$ cat config.mk
export PLATFORM = sky130hd
export DESIGN_NAME = tdc_spi_slave
export DESIGN_NICKNAME = d
export VERILOG_FILES = /design/src/rtl/tdc_spi_pkg.sv /design/src/rtl/tdc_spi_sync_edge.sv /design/src/rtl/tdc_spi_slave.sv
export SDC_FILE = /design/constraint.sdc
export NUM_CORES = 1
export LEC_CHECK = 0
export CAP_MARGIN = 20
export CORE_MARGIN = 3
export CORE_UTILIZATION = 31
export DETAILED_ROUTE_END_ITERATION = 16
export DONT_BUFFER_PORTS = 1
export GPL_TIMING_DRIVEN = 0
export PLACE_DENSITY = 0.49
export SYNTH_ARGS = -nofsm -noshare
export SYNTH_HDL_FRONTEND = slang
export SYNTH_SLANG_ARGS = --single-unit
$ cat constraint.sdc
create_clock -name clk -period 5.6 [get_ports clk]
set_input_delay 0.56 -clock clk [delete_from_list [all_inputs] [get_ports clk]]
set_output_delay 0.56 -clock clk [all_outputs]
set_load 0.1 [all_outputs]
$ cat src/rtl/tdc_spi_pkg.sv
// tdc_spi_pkg: shared constants and types for the TDC register-interface emulator.
//   - Register map addresses (writable 0x00..0x04, read-only 0x10/0x11)
//   - Command byte layout (bit7 reserved, bit6 write flag, low bits address)
//   - Frame FSM state encoding
package tdc_spi_pkg;

    localparam int ADDR_CONFIG      = 'h00;
    localparam int ADDR_COARSEOVF   = 'h01;
    localparam int ADDR_CLKCTROVF   = 'h02;
    localparam int ADDR_CLKSTOPMASK = 'h03;
    localparam int ADDR_INTERRUPTS  = 'h04;
    localparam int ADDR_TIME1       = 'h10;
    localparam int ADDR_CLKCNT      = 'h11;

    localparam int CMD_WR_BIT = 6;
    localparam int NUM_WREGS  = 5;

    typedef enum logic [1:0] {
        IDLE = 2'd0,
        CMD  = 2'd1,
        DATA = 2'd2,
        DONE = 2'd3
    } state_t;

    // Writable registers occupy the contiguous range 0..NUM_WREGS-1.
    function automatic logic is_writable(input int a);
        return (a >= 0) && (a < NUM_WREGS);
    endfunction

endpackage

$ cat src/rtl/tdc_spi_sync_edge.sv
// tdc_spi_sync_edge: multi-flop synchronizer with rise/fall detection.
// Ports:
//   clk, rst_n : system clock, async active-low reset
//   din        : asynchronous input pin
//   level      : synchronized level (SYNC_STAGES clk latency)
//   rise, fall : one-clk pulses on a synchronized level change
// RST_VAL sets the chain's reset level (idle level of the pin).
module tdc_spi_sync_edge #(
    parameter int   SYNC_STAGES = 2,
    parameter logic RST_VAL     = 1'b0
) (
    input  logic clk,
    input  logic rst_n,
    input  logic din,
    output logic level,
    output logic rise,
    output logic fall
);

    logic [SYNC_STAGES-1:0] chain;
    logic                   prev;

    always_ff @(posedge clk or negedge rst_n) begin
        if (!rst_n) begin
            chain <= {SYNC_STAGES{RST_VAL}};
            prev  <= RST_VAL;
        end else begin
            chain <= {chain[SYNC_STAGES-2:0], din};
            prev  <= chain[SYNC_STAGES-1];
        end
    end

    assign level = chain[SYNC_STAGES-1];
    assign rise  = level & ~prev;
    assign fall  = ~level & prev;

endmodule

$ cat src/rtl/tdc_spi_slave.sv
// tdc_spi_slave: SPI mode-0 responder emulating the TDC register interface.
// Frame = 8-bit command (bit6 write, low bits address) + 24-bit data word.
// Ports:
//   clk, rst_n            : system clock (>= 4x sclk), async active-low reset
//   csb, sclk, mosi, miso : SPI pins (miso driven from clk domain)
//   meas_time1/clkcnt     : read-only values at 0x10/0x11, sampled at load
//   reg_*                 : writable registers 0x00..0x04
//   wr_strobe, wr_addr    : commit pulse and address of last commit
//   frame_err             : pulse on aborted frame or write to non-writable address
// Optional: define TDC_SPI_SLAVE_AUTOINC_EN for burst access with address
// auto-increment; otherwise one word per frame and extra clocks are ignored.
module tdc_spi_slave
    import tdc_spi_pkg::*;
#(
    parameter int ADDR_W      = 6,
    parameter int DATA_W      = 24,
    parameter int SYNC_STAGES = 2
) (
    input  logic              clk,
    input  logic              rst_n,
    input  logic              csb,
    input  logic              sclk,
    input  logic              mosi,
    output logic              miso,
    input  logic [DATA_W-1:0] meas_time1,
    input  logic [DATA_W-1:0] meas_clkcnt,
    output logic [DATA_W-1:0] reg_config,
    output logic [DATA_W-1:0] reg_coarseovf,
    output logic [DATA_W-1:0] reg_clkctrovf,
    output logic [DATA_W-1:0] reg_clkstopmask,
    output logic [DATA_W-1:0] reg_interrupts,
    output logic              wr_strobe,
    output logic [ADDR_W-1:0] wr_addr,
    output logic              frame_err
);

    localparam int CNT_W = $clog2(DATA_W);
    localparam int IDX_W = $clog2(NUM_WREGS);

    logic csb_s, sclk_s, sclk_rise, sclk_fall, mosi_s;
    logic unused_csb_rise, unused_csb_fall, unused_mosi_rise, unused_mosi_fall;
    logic unused_sclk_level;

    tdc_spi_sync_edge #(.SYNC_STAGES(SYNC_STAGES), .RST_VAL(1'b1)) u_sync_csb (
        .clk(clk), .rst_n(rst_n), .din(csb),
        .level(csb_s), .rise(unused_csb_rise), .fall(unused_csb_fall));

    tdc_spi_sync_edge #(.SYNC_STAGES(SYNC_STAGES), .RST_VAL(1'b0)) u_sync_sclk (
        .clk(clk), .rst_n(rst_n), .din(sclk),
        .level(sclk_s), .rise(sclk_rise), .fall(sclk_fall));

    tdc_spi_sync_edge #(.SYNC_STAGES(SYNC_STAGES), .RST_VAL(1'b0)) u_sync_mosi (
        .clk(clk), .rst_n(rst_n), .din(mosi),
        .level(mosi_s), .rise(unused_mosi_rise), .fall(unused_mosi_fall));

    assign unused_sclk_level = sclk_s;

    state_t                          state;
    logic [CNT_W-1:0]                bit_cnt;
    // Reserved command bit simply falls off the end of this short shifter.
    logic [CMD_WR_BIT-1:0]           cmd_sh;
    logic [CMD_WR_BIT:0]             cmd_word;
    logic                            is_wr;
    logic [ADDR_W-1:0]               addr;
    logic [DATA_W-2:0]               rx_sh;
    logic [DATA_W-1:0]               rx_word;
    logic [DATA_W-1:0]               tx_sh;
    logic [NUM_WREGS-1:0][DATA_W-1:0] wregs;
    // Set once a full word has completed; lets a burst end cleanly on a word boundary.
    logic                            any_word;

    assign cmd_word = {cmd_sh, mosi_s};
    assign rx_word  = {rx_sh, mosi_s};

    function automatic logic [DATA_W-1:0] rd_val(input logic [ADDR_W-1:0] a);
        int ai;
        ai = int'(a);
        if (is_writable(ai))        return wregs[a[IDX_W-1:0]];
        else if (ai == ADDR_TIME1)  return meas_time1;
        else if (ai == ADDR_CLKCNT) return meas_clkcnt;
        else                        return '0;
    endfunction

    always_ff @(posedge clk or negedge rst_n) begin
        if (!rst_n) begin
            state     <= IDLE;
            bit_cnt   <= '0;
            cmd_sh    <= '0;
            is_wr     <= 1'b0;
            addr      <= '0;
            rx_sh     <= '0;
            tx_sh     <= '0;
            wregs     <= '0;
            any_word  <= 1'b0;
            miso      <= 1'b0;
            wr_strobe <= 1'b0;
            wr_addr   <= '0;
            frame_err <= 1'b0;
        end else begin
            wr_strobe <= 1'b0;
            frame_err <= 1'b0;
            if (csb_s) begin
                if (state == CMD || (state == DATA && !(any_word && bit_cnt == '0)))
                    frame_err <= 1'b1;
                state <= IDLE;
                miso  <= 1'b0;
            end else begin
                case (state)
                    IDLE: begin
                        state    <= CMD;
                        bit_cnt  <= '0;
                        any_word <= 1'b0;
                        miso     <= 1'b0;
                    end
                    CMD: if (sclk_rise) begin
                        cmd_sh <= cmd_word[CMD_WR_BIT-1:0];
                        if (bit_cnt == CNT_W'(7)) begin
                            bit_cnt <= '0;
                            is_wr   <= cmd_word[CMD_WR_BIT];
                            addr    <= cmd_word[ADDR_W-1:0];
                            tx_sh   <= rd_val(cmd_word[ADDR_W-1:0]);
                            state   <= DATA;
                        end else begin
                            bit_cnt <= bit_cnt + CNT_W'(1);
                        end
                    end
                    DATA: begin
                        if (sclk_fall && !is_wr) begin
                            miso  <= tx_sh[DATA_W-1];
                            tx_sh <= {tx_sh[DATA_W-2:0], 1'b0};
                        end
                        if (sclk_rise) begin
                            rx_sh <= rx_word[DATA_W-2:0];
                            if (bit_cnt == CNT_W'(DATA_W-1)) begin
                                bit_cnt  <= '0;
                                any_word <= 1'b1;
                                if (is_wr) begin
                                    if (is_writable(int'(addr))) begin
                                        wregs[addr[IDX_W-1:0]] <= rx_word;
                                        wr_strobe <= 1'b1;
                                        wr_addr   <= addr;
                                    end else begin
                                        frame_err <= 1'b1;
                                    end
                                end
`ifdef TDC_SPI_SLAVE_AUTOINC_EN
                                addr  <= addr + ADDR_W'(1);
                                tx_sh <= rd_val(addr + ADDR_W'(1));
`else
                                state <= DONE;
                                miso  <= 1'b0;
`endif
                            end else begin
                                bit_cnt <= bit_cnt + CNT_W'(1);
                            end
                        end
                    end
                    DONE: miso <= 1'b0;
                    default: state <= IDLE;
                endcase
            end
        end
    end

    assign reg_config      = wregs[ADDR_CONFIG];
    assign reg_coarseovf   = wregs[ADDR_COARSEOVF];
    assign reg_clkctrovf   = wregs[ADDR_CLKCTROVF];
    assign reg_clkstopmask = wregs[ADDR_CLKSTOPMASK];
    assign reg_interrupts  = wregs[ADDR_INTERRUPTS];

endmodule
==> results.md, run 1 <==
- Status: finished, final reports clean
- Post_cts resized: 0
- Initial antenna violation count: 4
- Power density over the cells: 390 mW/mm^2
- Core Footprint: 0.0311 sq mm
- VDD IR-drop max: 0.000222 V
- Setup violators final: 0
- Clock Path Buffers: 3
- Worst-path clk slew: 60 ps
- Initial Util: 31.9%
- Largest family of logic cells by synthesized area: multiplexers
- Drt first pass iters: 5
- Clk_lat worst skew: 550 ps
- Synth Warn #: 0
- # H-tree levels: 1
- Fmax: 304 MHz
- Share of cells above drive strength 1: 26.6%
- Critical Path RT: 6010 ps
- CTS root buf: clkbuf_16
- Die Ht: 185 um
- Synth unique cells: 57
- Most common cell after layout, fill and taps aside: dfrtp_1
- Slew Limit Headroom: 26.1%
- Worst hold stages: 0
- CTS tree: yes
- Unrepaired setup endpoints after global routing: no
- Share of the synthesized area in the top cell type: 51.0%
- DP HPWL: 22.2 mm
- Reg2reg path depth: 8
- Post-Synth Simple-Gate Area: 9.06%
- Post-synth net total: 878
- Post-Synth XOR/XNOR Area: 0%
- CTS Buf Count: 25
- DIE AREA: 0.0342 sq mm
- CP arrival: 3690 ps
- CP Class: flip-flop to flip-flop
- Boundary Pins: 182
- Slew Limit Fails: 0
- Post-synth top area cell: dfrtp_1
- Hold crit path type: input pin to flip-flop
- Leak: 5.39 nW
- Max FO, Critical Path: 10
- Pwr Total: 0.00442 W
- Worst setup EP type: flip-flop
- GRT overflow: 0
- Clk sinks: 204
- # DRC: 0
- Synth Cell Area: 0.00992 sq mm
- DR vias/cell: 5.34
- Final wirelength: 32.1 mm
- TNS Setup: 0 ps
- Largest net degree at the start of global routing: 205
- Hold Buf Count CTS: 1
- Via Count: 6,757
- Most frequent cells in the layout: dfrtp_1 (202), mux2_2 (136), clkbuf_1 (48)
- CP Launch Type: flip-flop
- Async SR Flop Fraction: 100%
- All-Layer GR Usage: 18.5%
- Seq cells post-synth: 204
- Final worst-path cycle share: 58.6%
- PortBufs: 0
- Synth Area in Compound Gates: 10.5%
- Initial DRC Count: 434
- DR WL/cell: 25.4 um
- Final hold vios: 0
- Die Width: 185 um
- Portion of netlist area occupied by mux cells: 23.6%
- First-pass GRT wire length: 47.5 mm
- Cell count after synthesis: 818
- Fillers: 3,084
- Cell Rows: 64
- Post-synthesis adder-cell area fraction: 0.883%
- Area grow syn2layout: 14.3%
- Vias in the first global route: 6,968
- Post-CTS Setup Bufs: 0
- Max-cap violations: 0
- Post-DRT Antenna Nets: 0
- Tmin final: 3280 ps
- Worst-Margin Slew: 1110 ps
- Top post-synthesis cells by area: dfrtp_1 (51%), mux2_2 (15%), mux2i_1 (4.7%)
- Syn Area/Cell: 12.1 sq um
- Placer Congestion: 0.800
- Clock skew: 25.8 ps
- Synth Flop Type: dfrtp_1
- Layout Nets: 909
- Number of synthesized flops with an enable pin: 0
- Sequential area share after synthesis: 51.5%
[logic make-up after synthesis]
logic type	after synthesis
AND/OR/NAND/NOR	154
adder cells (fa/ha/maj)	7
buffers and inverters	94
multiplexers	207
flip-flops	204
AO/OA/AOI/OAI	152
[cell type report]
| type | instances | area, sq um | share of cell area, % |
|---|---|---|---|
| flip-flops and latches | 204 | 5110 | 45.1 |
| multi-input cells | 520 | 4370 | 38.6 |
| clock buffers | 37 | 721 | 6.36 |
| well taps | 396 | 495 | 4.37 |
| plain buffers | 61 | 310 | 2.74 |
| inverters | 33 | 124 | 1.09 |
| clock inverters | 9 | 110 | 0.972 |
| repair buffers | 4 | 85.1 | 0.751 |
| diodes | 2 | 5.00 | 0.0442 |
[layer usage]
layer / share of wire [%] / GRT usage [%]
met1: 45 / 26.2
met2: 44 / 28.1
met3: 8.2 / 5.73
met4: 2.2 / 4.08
met5: 0.084 / 0
[registers in the layout (all words and copies together) (netlist names), 6 cells and up]
| name | cells |
|---|---|
| addr | 6 |
| rx_sh | 23 |
| reg_clkctrovf | 24 |
| reg_clkstopmask | 24 |
| cmd_sh | 6 |
| tx_sh | 24 |
| reg_config | 24 |
| reg_interrupts | 24 |
| reg_coarseovf | 24 |
| wr_addr | 6 |
[worst paths after layout]
check | from | endpoint | slack [ps]
max | state[0]$_DFFE_PN0P_ | reg_coarseovf[4]$_DFFE_PN0P_ | 2320
min in group asynchronous | rst_n | reg_config[3]$_DFFE_PN0P_ | 80
max in group asynchronous | rst_n | u_sync_sclk.chain[1]$_DFF_PN0_ | 4650
max reg2reg | state[0]$_DFFE_PN0P_ | reg_coarseovf[4]$_DFFE_PN0P_ | 2320
min | csb | u_sync_csb.chain[0]$_DFF_PN1_ | 30
min reg2reg | u_sync_csb.chain[0]$_DFF_PN1_ | u_sync_csb.chain[1]$_DFF_PN1_ | 360
[metrics by stage]
stage | utilization, % | hold slack, ps | area [sq um] | setup WS (ps) | instances
CTS | 36.5 | 17.4 | 11300 | 2250 | 1264
global route | 36.5 | 18.5 | 11300 | 2090 | 1266
finish | 36.5 | 33.6 | 11300 | 2320 | 1266
detailed placement | 33.7 | 282 | 10500 | 2240 | 1217
floorplan | - | 264 | 9920 | 3140 | 818
global placement | 33.5 | 281 | 10400 | 2310 | 1214
[where the power goes]
group	total, W	internal (W)	switching [W]
logic	0.00112	0.000387	0.000729
clock network	0.00164	0.000986	0.000652
registers	0.00166	0.00157	0.0000945
[cell usage after synthesis, drive strengths merged, types with 2 or more instances]
cell type	count
o21ai	35
nor2	35
buf	20
nor4	5
a31oi	3
and3	17
dfstp	2
nor3	25
o22ai	2
a2111oi	17
nor3b	2
ha	7
mux2i	47
mux2	160
nor4bb	2
a211o	3
a211oi	26
a32o	5
a21oi	25
or2	3
nor4b	2
o21a	2
nor2b	30
o31ai	20
clkbuf	41
a31o	6
or3	3
inv	33
dfrtp	202
nand3b	2
nand3	4
nand2	14
nand2b	3
[critical path, stage by stage (launching register included)]
cell,delay [ps]
dfrtp_1,420
inv_1,120
ha_1,290
nor4bb_1,290
buf_2,310
nand3_1,310
nor4_4,660
buf_4,380
mux2_2,370
No activity file was read; power rests on OpenSTA's default activity.
==> run 2, diff against run 1 <==
--- a/config.mk
+++ b/config.mk
@@ -11,7 +11,7 @@
 export DETAILED_ROUTE_END_ITERATION = 16
 export DONT_BUFFER_PORTS = 1
 export GPL_TIMING_DRIVEN = 0
-export PLACE_DENSITY = 0.49
+export PLACE_DENSITY = 0.5
 export SYNTH_ARGS = -nofsm -noshare
 export SYNTH_HDL_FRONTEND = slang
 export SYNTH_SLANG_ARGS = --single-unit
==> constraint.sdc (replaced) <==
create_clock -name clk -period 2.78 [get_ports clk]
set_input_delay 0.278 -clock clk [delete_from_list [all_inputs] [get_ports clk]]
set_output_delay 0.278 -clock clk [all_outputs]
set_load 0.1 [all_outputs]
==> results.md, run 2 (synthesis results as in run 1) <==
- Status: finished, violations left (was finished, final reports clean)
- Failing checks: hold timing
- # H-tree levels: 1 (unchanged)
- Final wirelength: 32.3 mm (was 32.1 mm)
- Max FO, Critical Path: 10 (unchanged)
- First-pass GRT wire length: 47.5 mm (about the same)
- All-Layer GR Usage: 18.5% (about the same)
- VDD IR-drop max: 0.000475 V (was 0.000222 V)
- CP Launch Type: flip-flop (unchanged)
- CTS root buf: clkbuf_16 (unchanged)
- Reg2reg path depth: 9 (was 8)
- R2r endpoint: reg_config[22]$_DFFE_PN0P_ (was reg_coarseovf[4]$_DFFE_PN0P_)
- Clock power frac: 36.5% (was 37.1%)
- Final worst-path cycle share: 95.6% (was 58.6%)
- Placed cell area: 0.0105 sq mm (about the same)
- PortBufs: 0 (unchanged)
- Most frequent cells in the layout: dfrtp_1 (202), mux2_2 (136), mux2i_1 (47) (was dfrtp_1 (202), mux2_2 (136), clkbuf_1 (48))
- CTS Buf Count: 25 (unchanged)
- CP Class: flip-flop to flip-flop (unchanged)
- Tmin final: 2660 ps (was 3280 ps)
- FF-to-FF setup slack: 120 ps (was 2320 ps)
- Unrepaired setup endpoints after global routing: no (unchanged)
- Hold crit path type: input pin to asynchronous set/reset pin (was input pin to flip-flop)
- Post-DRT Antenna Nets: 0 (unchanged)
- Initial antenna violation count: 3 (was 4)
- Drt first pass iters: 4 (was 5)
- Leak: 5.42 nW (was 5.39 nW)
- Clk_lat worst skew: 550 ps (about the same)
- Largest net degree at the start of global routing: 205 (unchanged)
- Setup WS post-layout: 121 ps (was 2320 ps)
- CP arrival: 3070 ps (was 3690 ps)
- Fmax: 376 MHz (was 304 MHz)
- Critical Path RT: 3200 ps (was 6010 ps)
- Slew Limit Fails: 0 (unchanged)
- Sequential power share: 38.6% (was 37.7%)
- Clock skew: 30.8 ps (was 25.8 ps)
- Max-cap violations: 0 (unchanged)
- Clk sinks: 204 (unchanged)
- CP cell instances: inv_1, ha_2, nor4bb_1, buf_4, nand3_1, nor4_4, buf_4, buf_4, mux2_2 (was inv_1, ha_1, nor4bb_1, buf_2, nand3_1, nor4_4, buf_4, mux2_2)
- Vias in the first global route: 7,078 (was 6,968)
- Cell Int Power: 0.00583 W (was 0.00294 W)
- DP HPWL: 22.3 mm (was 22.2 mm)
- Core Footprint: 0.0311 sq mm (unchanged)
- R2r startpoint: state[0]$_DFFE_PN0P_ (unchanged)
- Place WS: -528 ps (was 2240 ps)
- Multi-input combinational cell area: 0.00441 sq mm (was 0.00437 sq mm)
- Initial Util: 31.9% (unchanged)
- Via Count: 6,814 (was 6,757)
- CP peak stage delay: 420 ps (was 660 ps)
- Final hold slack: -561 ps (was 33.6 ps)
- # DRC: 0 (unchanged)
- Reg area: 0.00511 sq mm (unchanged)
- Cell mode on critical path: buf_4
- DR vias/cell: 5.34 (about the same)
- Worst setup EP type: flip-flop (unchanged)
- Setup violators final: 0 (unchanged)
- DIE AREA: 0.0342 sq mm (unchanged)
- Most common cell after layout, fill and taps aside: dfrtp_1 (unchanged)
- DR WL/cell: 25.3 um (was 25.4 um)
- Placer Congestion: 0.817 (was 0.800)
- Layout Nets: 920 (was 909)
- Fillers: 3,103 (was 3,084)
- Crit-path slowest cell: dfrtp_1 (was nor4_4)
- Worst-path clk slew: 60 ps (about the same)
- Final instance area: 0.0114 sq mm (was 0.0113 sq mm)
- Area grow syn2layout: 15.0% (was 14.3%)
- Final hold vios: 204 (was 0)
- Slew Limit Headroom: 30.4% (was 26.1%)
- Switch Pwr: 0.00287 W (was 0.00148 W)
- Die Ht: 185 um (unchanged)
- Initial DRC Count: 369 (was 434)
- Switching share of power: 33.0% (was 33.4%)
- Clock Path Buffers: 3 (unchanged)
- Cell Rows: 64 (unchanged)
- GRT overflow: 0 (unchanged)
- Worst-Margin Slew: 1040 ps (was 1110 ps)
- Comb power frac: 24.9% (was 25.3%)
- Share of cells above drive strength 1: 27.9% (was 26.6%)
- Boundary Pins: 182 (unchanged)
- Power density over the cells: 763 mW/mm^2 (was 390 mW/mm^2)
- Hold Buf Count CTS: 3 (was 1)
- CTS tree: yes (unchanged)
- Die Width: 185 um (unchanged)
run 2: cell count changes in the layout (fill, tap and decap cells not counted), sizes merged:
| cell | change |
|---|---|
| clkbuf | +3 |
| clkinv | -4 |
| bufinv | -1 |
| buf | +8 |
| dlygate4sd3 | +3 |
run 2: metal layers:
layer	GRT usage, %	wire, um	vias to the layer above
met5	0	7	-
met4	5.55	1070	2
li1	-	-	3085
met3	5.68	2390	51
met2	28.1	14300	185
met1	25.6	14500	3491
run 2: cell type report:
class	instances	share of cell area, %
multi-input combinational	520	38.7
sequential	204	44.8
clock inverter	4	0.527
clock buffer	40	6.33
antenna	2	0.0439
inverter	33	1.09
tap	396	4.35
timing repair buffer	17	1.38
buffer	59	2.76
run 2: timing repair:
action	4_1_cts	5_1_grt
endpoints found under the hold margin	207	204
setup buffers	11	0
gates cloned	0	0
resized for setup	7	14
setup endpoints to repair	131	57
pin swaps	4	1
run 2: power groups by stage:
stage	sequential [W]	combinational (W)	clock [W]
6_report	0.00335	0.00217	0.00318
5_1_grt	0.00338	0.00239	0.00337
4_1_cts	0.00335	0.00218	0.00324
3_5_place_dp	0.00340	0.00215	0
3_3_place_gp	0.00339	0.00212	0
2_1_floorplan	0.00335	0.00147	0
run 2: how the worst max path moves through the flow:
stage	slack, ps	startpoint	endpoint	depth (start not counted)
CTS	0.2	bit_cnt[0]$_DFFE_PN0P_	tx_sh[0]$_DFFE_PN0P_	7
global route	5	state[0]$_DFFE_PN0P_	tx_sh[10]$_DFFE_PN0P_	8
detailed placement	-530	state[0]$_DFFE_PN0P_	reg_coarseovf[21]$_DFFE_PN0P_	8
floorplan	320	state[0]$_DFFE_PN0P_	reg_coarseovf[20]$_DFFE_PN0P_	8
finish	120	state[0]$_DFFE_PN0P_	reg_config[22]$_DFFE_PN0P_	9
global placement	-510	state[0]$_DFFE_PN0P_	reg_coarseovf[20]$_DFFE_PN0P_	8
run 2: metrics by stage:
step | setup TNS (ps) | std cells | hold WS, ps | utilization [%] | total power (W)
after floorplan | 0 | 818 | -17.6 | - | 0.00483
after detailed placement | -36230 | 1217 | -8.86 | 33.7 | 0.00555
after CTS | 0 | 1274 | -592 | 36.6 | 0.00876
after global routing | 0 | 1275 | -586 | 36.7 | 0.00914
final | 0 | 1275 | -561 | 36.7 | 0.00870
after global placement | -33750 | 1214 | -8.73 | 33.5 | 0.00552
run 2: worst max-delay path, delay by kind of cell (launching register included):
family	cells	cell delay [ps]
simple gates	3	760
fa+ha+maj	1	260
mux	1	360
buf+inv	4	730
flops	1	420
==> run 3, diff against run 2 <==
--- a/config.mk
+++ b/config.mk
@@ -11,7 +11,7 @@
 export DETAILED_ROUTE_END_ITERATION = 16
 export DONT_BUFFER_PORTS = 1
 export GPL_TIMING_DRIVEN = 0
-export PLACE_DENSITY = 0.5
+export PLACE_DENSITY = 0.53
 export SYNTH_ARGS = -nofsm -noshare
 export SYNTH_HDL_FRONTEND = slang
 export SYNTH_SLANG_ARGS = --single-unit
==> results.md, run 3 (synthesis results as in run 1) <==
- CP Class: flip-flop to flip-flop (unchanged)
- All-Layer GR Usage: 18.4% (was 18.5%)
- Multi-input combinational cell area: 0.00441 sq mm (unchanged)
- DR vias/cell: 5.37 (was 5.34)
- Sequential power share: 38.3% (was 38.6%)
- Switch Pwr: 0.00285 W (was 0.00287 W)
- Die Ht: 185 um (unchanged)
- Unrepaired setup endpoints after global routing: no (unchanged)
- Tmin final: 2640 ps (was 2660 ps)
- Final hold slack: -536 ps (was -561 ps)
- Vias in the first global route: 7,043 (was 7,078)
- Clock power frac: 36.5% (about the same)
- DR WL/cell: 25.2 um (was 25.3 um)
- CTS tree: yes (unchanged)
- Slew Limit Fails: 0 (unchanged)
- Reg area: 0.00511 sq mm (unchanged)
- Clock Path Buffers: 3 (unchanged)
- CP arrival: 3030 ps (was 3070 ps)
- Clk sinks: 204 (unchanged)
- Final instance area: 0.0114 sq mm (about the same)
- Worst-path clk slew: 60 ps (about the same)
- Clk_lat worst skew: 520 ps (was 550 ps)
- DP HPWL: 22.2 mm (was 22.3 mm)
- Max FO, Critical Path: 10 (unchanged)
- Fmax: 379 MHz (was 376 MHz)
- FF-to-FF setup slack: 140 ps (was 120 ps)
- Final wirelength: 32.1 mm (was 32.3 mm)
- Setup violators final: 0 (unchanged)
- Most common cell after layout, fill and taps aside: dfrtp_1 (unchanged)
- PortBufs: 0 (unchanged)
- Clock skew: 20.5 ps (was 30.8 ps)
- Setup WS post-layout: 142 ps (was 121 ps)
- Switching share of power: 32.6% (was 33.0%)
- Critical Path RT: 3170 ps (was 3200 ps)
- Most frequent cells in the layout: dfrtp_1 (202), mux2_2 (136), mux2i_1 (47) (unchanged)
- CTS root buf: clkbuf_16 (unchanged)
- Drt first pass iters: 5 (was 4)
- Hold Buf Count CTS: 3 (unchanged)
- CTS Buf Count: 25 (unchanged)
- Power density over the cells: 764 mW/mm^2 (was 763 mW/mm^2)
- Largest net degree at the start of global routing: 205 (unchanged)
- Final hold vios: 204 (unchanged)
- Worst-Margin Slew: 1070 ps (was 1040 ps)
- Final worst-path cycle share: 94.9% (was 95.6%)
- Via Count: 6,845 (was 6,814)
- Place WS: -438 ps (was -528 ps)
- Slew Limit Headroom: 28.5% (was 30.4%)
- # H-tree levels: 1 (unchanged)
- Hold crit path type: input pin to asynchronous set/reset pin (unchanged)
- VDD IR-drop max: 0.000471 V (was 0.000475 V)
- First-pass GRT wire length: 47.3 mm (was 47.5 mm)
- Comb power frac: 25.2% (was 24.9%)
- Placer Congestion: 0.815 (was 0.817)
- DIE AREA: 0.0342 sq mm (unchanged)
- Fillers: 3,081 (was 3,103)
- R2r startpoint: state[0]$_DFFE_PN0P_ (unchanged)
- GRT overflow: 0 (unchanged)
- # DRC: 0 (unchanged)
- Placed cell area: 0.0105 sq mm (about the same)
- Status: finished, violations left (unchanged)
- Worst setup EP type: flip-flop (unchanged)
- Layout Nets: 919 (was 920)
- Boundary Pins: 182 (unchanged)
- Core Footprint: 0.0311 sq mm (unchanged)
- Leak: 5.45 nW (was 5.42 nW)
- Failing checks: hold timing (unchanged)
- Cell Int Power: 0.00589 W (was 0.00583 W)
- Share of cells above drive strength 1: 28.9% (was 27.9%)
- CP Launch Type: flip-flop (unchanged)
- Crit path launch: state[0]$_DFFE_PN0P_ (unchanged)
- Max-cap violations: 0 (unchanged)
- Initial DRC Count: 436 (was 369)
- Area grow syn2layout: 15.4% (was 15.0%)
- Post-DRT Antenna Nets: 0 (unchanged)
- Initial antenna violation count: 5 (was 3)
- Die Width: 185 um (unchanged)
- Initial Util: 31.9% (unchanged)
- Fin util: 36.8% (was 36.7%)
- Cell Rows: 64 (unchanged)
[run 3: area by class of cell]
| cell class | instances | area share, % |
|---|---|---|
| repair buffers | 18 | 1.55 |
| plain buffers | 57 | 2.72 |
| diodes | 3 | 0.0656 |
| clock inverters | 7 | 0.558 |
| well taps | 396 | 4.33 |
| clock buffers | 37 | 6.47 |
| multi-input cells | 520 | 38.6 |
| inverters | 33 | 1.08 |
| flip-flops and latches | 204 | 44.6 |
[run 3: routing by layer]
| metal | global-route usage (%) | share of wire (%) | up-vias |
|---|---|---|---|
| met4 | 3.45 | 1.5 | 6 |
| met3 | 6.26 | 9.3 | 34 |
| met2 | 28.8 | 45 | 227 |
| li1 | - | - | 3069 |
| met5 | 0 | 0.12 | - |
| met1 | 25.3 | 44 | 3509 |
[run 3: power groups by stage]
stage          Clock [W]  Sequential [W]  Combinational (W)
2_1_floorplan          0         0.00335            0.00147
3_3_place_gp           0         0.00339            0.00212
5_1_grt          0.00337         0.00338            0.00241
6_report         0.00319         0.00335            0.00220
4_1_cts          0.00326         0.00335            0.00219
3_5_place_dp           0         0.00340            0.00216
[run 3: worst max-delay path, cell delays in order (launching register included)]
cell	delay, ps
dfrtp_1	420
inv_1	120
ha_2	240
nor4bb_1	290
buf_4	190
nand3_2	180
nor4_4	310
buf_4	210
buf_6	200
mux2_2	350
[run 3: stage by stage]
step | power [W] | std cells | TNS [ps]
after global routing | 0.00916 | 1274 | 0
after CTS | 0.00879 | 1272 | 0
final | 0.00874 | 1275 | 0
after global placement | 0.00551 | 1214 | -26760
after floorplan | 0.00483 | 818 | 0
after detailed placement | 0.00556 | 1217 | -29920
[run 3: final timing paths]
| kind | to | cells past startpoint |
|---|---|---|
| min in group clk | tx_sh[0]$_DFFE_PN0P_ | 2 |
| min | reg_clkctrovf[7]$_DFFE_PN0P_ | 0 |
| max reg2reg | reg_coarseovf[20]$_DFFE_PN0P_ | 9 |
| min reg2reg | u_sync_mosi.chain[1]$_DFF_PN0_ | 0 |
| max in group asynchronous | u_sync_csb.chain[0]$_DFF_PN1_ | 0 |
| max | reg_coarseovf[20]$_DFFE_PN0P_ | 9 |
[run 3: timing repair]
item	in CTS	in global routing
resized for setup	11	14
hold endpoints to repair	207	204
pin swaps	4	0
setup buffers	10	1
cloned	1	0
setup endpoints to repair	125	138
